File: config.mk
export PLATFORM = sky130hd
export DESIGN_NAME = tt_store_port_arb
export DESIGN_NICKNAME = d
export VERILOG_FILES = /design/src/rtl/tt_store_port_arb.sv
export SDC_FILE = /design/constraint.sdc
export NUM_CORES = 2
export LEC_CHECK = 0
export CORE_MARGIN = 2
export CORE_UTILIZATION = 25
export DETAILED_ROUTE_END_ITERATION = 7
export GPL_TIMING_DRIVEN = 0
export REMOVE_ABC_BUFFERS = 1
export SLEW_MARGIN = 20
export SYNTH_ARGS = -nofsm -noshare
export SYNTH_HDL_FRONTEND = slang
export SYNTH_MEMORY_MAX_BITS = 65536
export SYNTH_SLANG_ARGS = --single-unit
File: constraint.sdc
create_clock -name i_clk -period 40.7 [get_ports i_clk]
set_input_delay 8.14 -clock i_clk [delete_from_list [all_inputs] [get_ports i_clk]]
set_output_delay 8.14 -clock i_clk [all_outputs]
set_load 0.005 [all_outputs]
File: src/rtl/tt_store_port_arb.sv
// Two-requester store port arbiter: per-requester credit-managed FIFOs feeding one
// downstream port with packet locking. Define TT_STORE_ARB_FIXED_PRIO_EN for fixed priority to requester 0.
module tt_store_port_arb #(
   parameter int DATA_W      = 512,
   parameter int FIFO_DEPTH  = 4,
   parameter int MEM_CREDITS = 4
) (
   input  logic                i_clk,
   input  logic                i_reset_n,
   input  logic [1:0]          i_req_valid,
   input  logic [2*DATA_W-1:0] i_req_data,
   input  logic [1:0]          i_req_last,
   output logic [1:0]          o_req_credit,
   output logic                o_mem_valid,
   output logic [DATA_W-1:0]   o_mem_data,
   output logic                o_mem_last,
   output logic                o_mem_src,
   input  logic                i_mem_credit,
   output logic                o_busy,
   output logic                o_err
);

   // state | meaning
   // IDLE  | no packet owns the port; pick next requester
   // SEND0 | port locked to requester 0 until its last beat pops
   // SEND1 | port locked to requester 1 until its last beat pops

   localparam int PTR_W = (FIFO_DEPTH > 1) ? $clog2(FIFO_DEPTH) : 1;
   localparam int CNT_W = $clog2(FIFO_DEPTH + 1);
   localparam int CRD_W = $clog2(MEM_CREDITS + 1);

   typedef enum logic [1:0] {
      IDLE  = 2'd0,
      SEND0 = 2'd1,
      SEND1 = 2'd2
   } state_t;

   state_t                 state;
   logic [CRD_W-1:0]       mem_crd;
   logic [1:0]             fifo_ne;
   logic [1:0]             fifo_full;
   logic [1:0]             pop;
   logic [1:0]             push_ok;
   logic [1:0]             push_drop;
   logic [1:0][DATA_W:0]   head;
   logic                   both_pick;
   logic                   owner_ne;

   function automatic logic [PTR_W-1:0] ptr_inc(input logic [PTR_W-1:0] p);
      return (p == PTR_W'(FIFO_DEPTH - 1)) ? '0 : p + PTR_W'(1);
   endfunction

   // Per-requester FIFOs of {last, data}
   for (genvar g = 0; g < 2; g++) begin : g_fifo
      logic [DATA_W:0]  mem [FIFO_DEPTH];
      logic [PTR_W-1:0] rd_ptr;
      logic [PTR_W-1:0] wr_ptr;
      logic [CNT_W-1:0] cnt;

      always_ff @(posedge i_clk) begin
         if (push_ok[g]) begin
            mem[wr_ptr] <= {i_req_last[g], i_req_data[g*DATA_W +: DATA_W]};
         end
      end

      always_ff @(posedge i_clk) begin
         if (!i_reset_n) begin
            rd_ptr <= '0;
            wr_ptr <= '0;
            cnt    <= '0;
         end else begin
            if (push_ok[g]) wr_ptr <= ptr_inc(wr_ptr);
            if (pop[g])     rd_ptr <= ptr_inc(rd_ptr);
            case ({push_ok[g], pop[g]})
               2'b10:   cnt <= cnt + CNT_W'(1);
               2'b01:   cnt <= cnt - CNT_W'(1);
               default: cnt <= cnt;
            endcase
         end
      end

      assign head[g]      = mem[rd_ptr];
      assign fifo_ne[g]   = (cnt != '0);
      assign fifo_full[g] = (cnt == CNT_W'(FIFO_DEPTH));
      // a full FIFO still takes a beat when its head leaves in the same cycle
      assign push_ok[g]   = i_req_valid[g] & (~fifo_full[g] | pop[g]);
      assign push_drop[g] = i_req_valid[g] & fifo_full[g] & ~pop[g];
   end

   assign o_mem_src = (state == SEND1);
   assign owner_ne  = (state == SEND0) ? fifo_ne[0] :
                      (state == SEND1) ? fifo_ne[1] : 1'b0;

   // outputs are forced low while reset is held so nothing pops or returns credit
   assign o_mem_valid  = i_reset_n & owner_ne & (mem_crd != '0);
   assign pop          = {o_mem_valid & o_mem_src, o_mem_valid & ~o_mem_src};
   assign o_req_credit = pop;
   assign {o_mem_last, o_mem_data} = head[o_mem_src];
   assign o_busy       = i_reset_n & ((|fifo_ne) | (state != IDLE));

`ifdef TT_STORE_ARB_FIXED_PRIO_EN
   assign both_pick = 1'b0;
`else
   logic rr_ptr;

   always_ff @(posedge i_clk) begin
      if (!i_reset_n) begin
         rr_ptr <= 1'b0;
      end else if (o_mem_valid && o_mem_last) begin
         rr_ptr <= ~o_mem_src;
      end
   end

   assign both_pick = rr_ptr;
`endif

   always_ff @(posedge i_clk) begin
      if (!i_reset_n) begin
         state   <= IDLE;
         mem_crd <= CRD_W'(MEM_CREDITS);
         o_err   <= 1'b0;
      end else begin
         case (state)
            IDLE: begin
               case (fifo_ne)
                  2'b01:   state <= SEND0;
                  2'b10:   state <= SEND1;
                  2'b11:   state <= both_pick ? SEND1 : SEND0;
                  default: state <= IDLE;
               endcase
            end
            SEND0, SEND1: begin
               if (o_mem_valid && o_mem_last) state <= IDLE;
            end
            default: state <= IDLE;
         endcase

         if (i_mem_credit && !o_mem_valid) begin
            if (mem_crd == CRD_W'(MEM_CREDITS)) o_err <= 1'b1;
            else                                mem_crd <= mem_crd + CRD_W'(1);
         end else if (!i_mem_credit && o_mem_valid) begin
            mem_crd <= mem_crd - CRD_W'(1);
         end

         if (|push_drop) o_err <= 1'b1;
      end
   end

endmodule

==> run metrics <==
outcome=finished clean; kind of critical path=input port to output port; Slew Viols, Final=0; Logic pwr share=13.6%; clock power share=between 30 and 40%; area of the multi-input gates=about 0.03 mm²; Top delay family on crit path=buffers and inverters; pin count of the biggest net entering global routing=40; crit share post-route=between 40% and 50%; FILL cells=approximately 57,000; starting density of the core=25.13%; NetSw=between 2000 and 2500 µW; internal power=7757 µW; Netlist cell types=37; CP cell instances=clkdlybuf4s50_1 > o31ai_1 > a211o_1 > o21bai_1 > inv_1 > clkdlybuf4s50_1; # Post-CTS Setup Buffers=0; predominant post-synthesis flop cell=edfxtp_1; DIE AREA=0.6253 mm²; Routed Antenna Nets=0; sequential standard cell area=0.1238 mm²; worst vdd ir=49.60 µV; IO buf count=~1,500; Total Routing Usage GR=14.73%; Die X=~790 µm; Post-CTS Resized=0; Setup crit end kind=output port; DRC=0; register area share after synthesis=79.97%; Flop pwr share=48.6%; synth warn=0; CTS tree=built; setup TNS=0 ns; CP max FO=9; cells after synthesis=6,085; # setup viols final=0; Worst-Skew Late Latency=1.03 ns; Synth async-reset ratio=0%; startpoint types=input port; first-pass GRT wire length=644,800 µm; standard-cell row count=between 200 and 300; post-route minimum period=18.63 ns; Power, Total=10,180 µW; Area contributors post-synth=edfxtp_1, mux4_2, mux2_2, buf_2, dfxtp_1; Core ar.=about 0.6 mm²; drt pass-1 iters=5; share of layout cells above drive strength 1=roughly 28%; RePlAce Congestion=0.7775; vias=74,480; relative max-transition margin=between 30% and 40%; Worst Path Arrival=10.49 ns; Hold Path Class=flip-flop to flip-flop; total wire length=just under 500,000 µm; RSZ-0062 raised after global routing=false; Root Driver=clkbuf_16; vias in the first global route=77,230; clock skew=about 0.083 ns; grt total ovfl=0; WP data required=32.56 ns; initial antenna violation count=283; Avg Cell Area, Syn=about 25 µm²; H-tree Lvls=5; P&R area growth vs syn=28.77%; CTS buffer count=430; Yosys top cell by area=edfxtp_1; PD cells=51.11 mW/mm²; initial DRC count=6,961; routed length per instance=28.90 µm; Static Leak=0.06049 µW; final hold vios=0; Bufs and invs on worst path=3; Via density=between 4 and 5; Num Clock Sinks=~4,100; Final nets=9,060; area share of the largest cell type after synthesis=between 70% and 80%; FF+latch count, synth=about 4,100; CTS Buffer Depth=4; number of I/O pins=1,550; max cap viols=0; Post-synth EDFFs=4,104; Clock transition at path regs=0.06 ns; cts-stage hold buffer count=0; fmax=53.68 MHz; Worst Tran Pin Value=between 0.9 and 1 ns; DP Wirelength=342,000 µm; slowest CP cell=clkdlybuf4s50_1; mapped cell area=between 0.15 and 0.2 mm²; max incr delay on CP=0.68 ns; CP most frequent cell=clkdlybuf4s50_1; Sw Ratio=23.83%; Die Y=790.7 µm
[Yosys cell counts (2+ instances only)]
master	number
a211oi_1	2
a21oi_1	9
and2_1	8
buf_1	45
buf_2	110
clkbuf_1	132
dfxtp_1	25
edfxtp_1	4104
fa_1	3
ha_1	15
inv_1	18
mux2_2	513
mux2i_1	8
mux4_2	1026
nand2_1	7
nand3b_1	2
nand4_1	2
nor2_1	21
nor3_1	3
o211a_1	2
o21ai_0	5
o31ai_1	2
or3_1	5
xor2_1	5
[final timing paths]
check	startpoint	end	slack (ns)	depth (start not counted)
worst min-delay path	g_fifo[1].rd_ptr[0]	flip-flop	0.49	2
worst max-delay path	i_reset_n	o_req_credit[1]	22.07	6
worst max register to register	state[0]	g_fifo[0].mem[1][326]	35.42	14
worst min register to register	g_fifo[1].rd_ptr[0]	flip-flop	0.49	2
[placed cells by master, fill, tap and decap left out, types with 2 or more instances in the layout]
| master | instances |
|---|---|
| inv_1 | 18 |
| clkdlybuf4s50_1 | 1549 |
| clkinvlp_4 | 8 |
| a211oi_1 | 2 |
| diode_2 | 157 |
| clkbuf_1 | 96 |
| clkinv_2 | 70 |
| bufinv_16 | 37 |
| mux4_2 | 1026 |
| inv_8 | 6 |
| or3_1 | 5 |
| clkinv_8 | 3 |
| ha_1 | 14 |
| clkbuf_16 | 430 |
| o211a_1 | 2 |
| dfxtp_1 | 21 |
| nand3b_1 | 2 |
| o31ai_1 | 2 |
| inv_16 | 8 |
| clkinv_1 | 99 |
| o21ai_0 | 5 |
| buf_16 | 161 |
| nand4_1 | 2 |
| buf_12 | 71 |
| nor3_1 | 3 |
| nor2_1 | 21 |
| nand2_1 | 7 |
| clkinv_4 | 3 |
| fa_1 | 3 |
| and2_4 | 8 |
| clkinv_16 | 12 |
| inv_6 | 11 |
| edfxtp_1 | 4104 |
| a21oi_1 | 9 |
| mux2_2 | 513 |
| mux2i_1 | 8 |
| xor2_1 | 5 |
| dfxtp_4 | 4 |
[stage by stage]
step | instance area, µm² | worst slack, ns | utilization [%] | hold WS, ns | std cells
detailed placement | 185100 | 22.11 | 30.05 | 0.4845 | 15700
CTS | 198900 | 22.09 | 32.29 | 0.4938 | 16480
global route | 199100 | 22.02 | 32.33 | 0.5249 | 16570
global placement | 179200 | -17.53 | 29.10 | 0.5002 | 15470
finish | 199300 | 22.07 | 32.35 | 0.4881 | 16640
floorplan | 153500 | 10.24 | - | 0.4521 | 5798
[per-layer routing]
layer	wire [µm]	global-route usage [%]
met3	39890	4.399
met5	664	0
met2	239900	24.80
met1	170800	16.53
met4	29550	8.746
[power groups by stage]
stage	clock network (µW)	registers (µW)	logic [µW]
after floorplan	0	5180	721
after CTS	3930	4950	1430
final	3850	4950	1390
after global routing	4090	4960	1450
after detailed placement	0	5040	1420
after global placement	0	5370	1770
[flip-flops by register name (all words and copies together) (netlist names), named ones only]
name,flops
g_fifo.wr_ptr,4
mem_crd,3
g_fifo.cnt,6
g_fifo.mem,4104
both_pick,1
state,2
g_fifo.rd_ptr,4
o_err,1
[worst reg2reg max path, cell delays in order, from the launching register on]
cell and delay, ns:
dfxtp_1 0.36, inv_1 0.10, ha_4 0.37, buf_16 0.27, inv_1 0.10, nand3b_1 0.15
a31oi_1 0.61, and2_4 0.62, buf_16 0.31, buf_16 0.31, buf_16 0.32, buf_12 0.40
buf_16 0.28, buf_16 0.35, buf_16 0.32
[kinds of logic after synthesis]
| logic type | count (synthesis) | synth area share (%) |
|---|---|---|
| AOI/OAI and AO/OA | 28 | 0.1261 |
| adders and majority gates | 18 | 0.1601 |
| xor gates and xnor gates | 5 | 0.02830 |
| and+or+nand+nor | 51 | 0.1593 |
| muxes | 1548 | 18.73 |
| DFF | 4129 | 79.97 |
| buffers and inverters | 306 | 0.8312 |
[final cells by class]
| class | count | share of cell area [%] |
|---|---|---|
| Multi-Input combinational cell | 1650 | 14.93 |
| Tap cell | 8120 | 5.099 |
| Timing Repair Buffer | 1781 | 10.72 |
| Inverter | 19 | 0.03579 |
| Clock inverter | 256 | 1.329 |
| Antenna cell | 157 | 0.1972 |
| Sequential cell | 4129 | 62.11 |
| Clock buffer | 526 | 5.581 |
(Power assumes the default switching activity.)
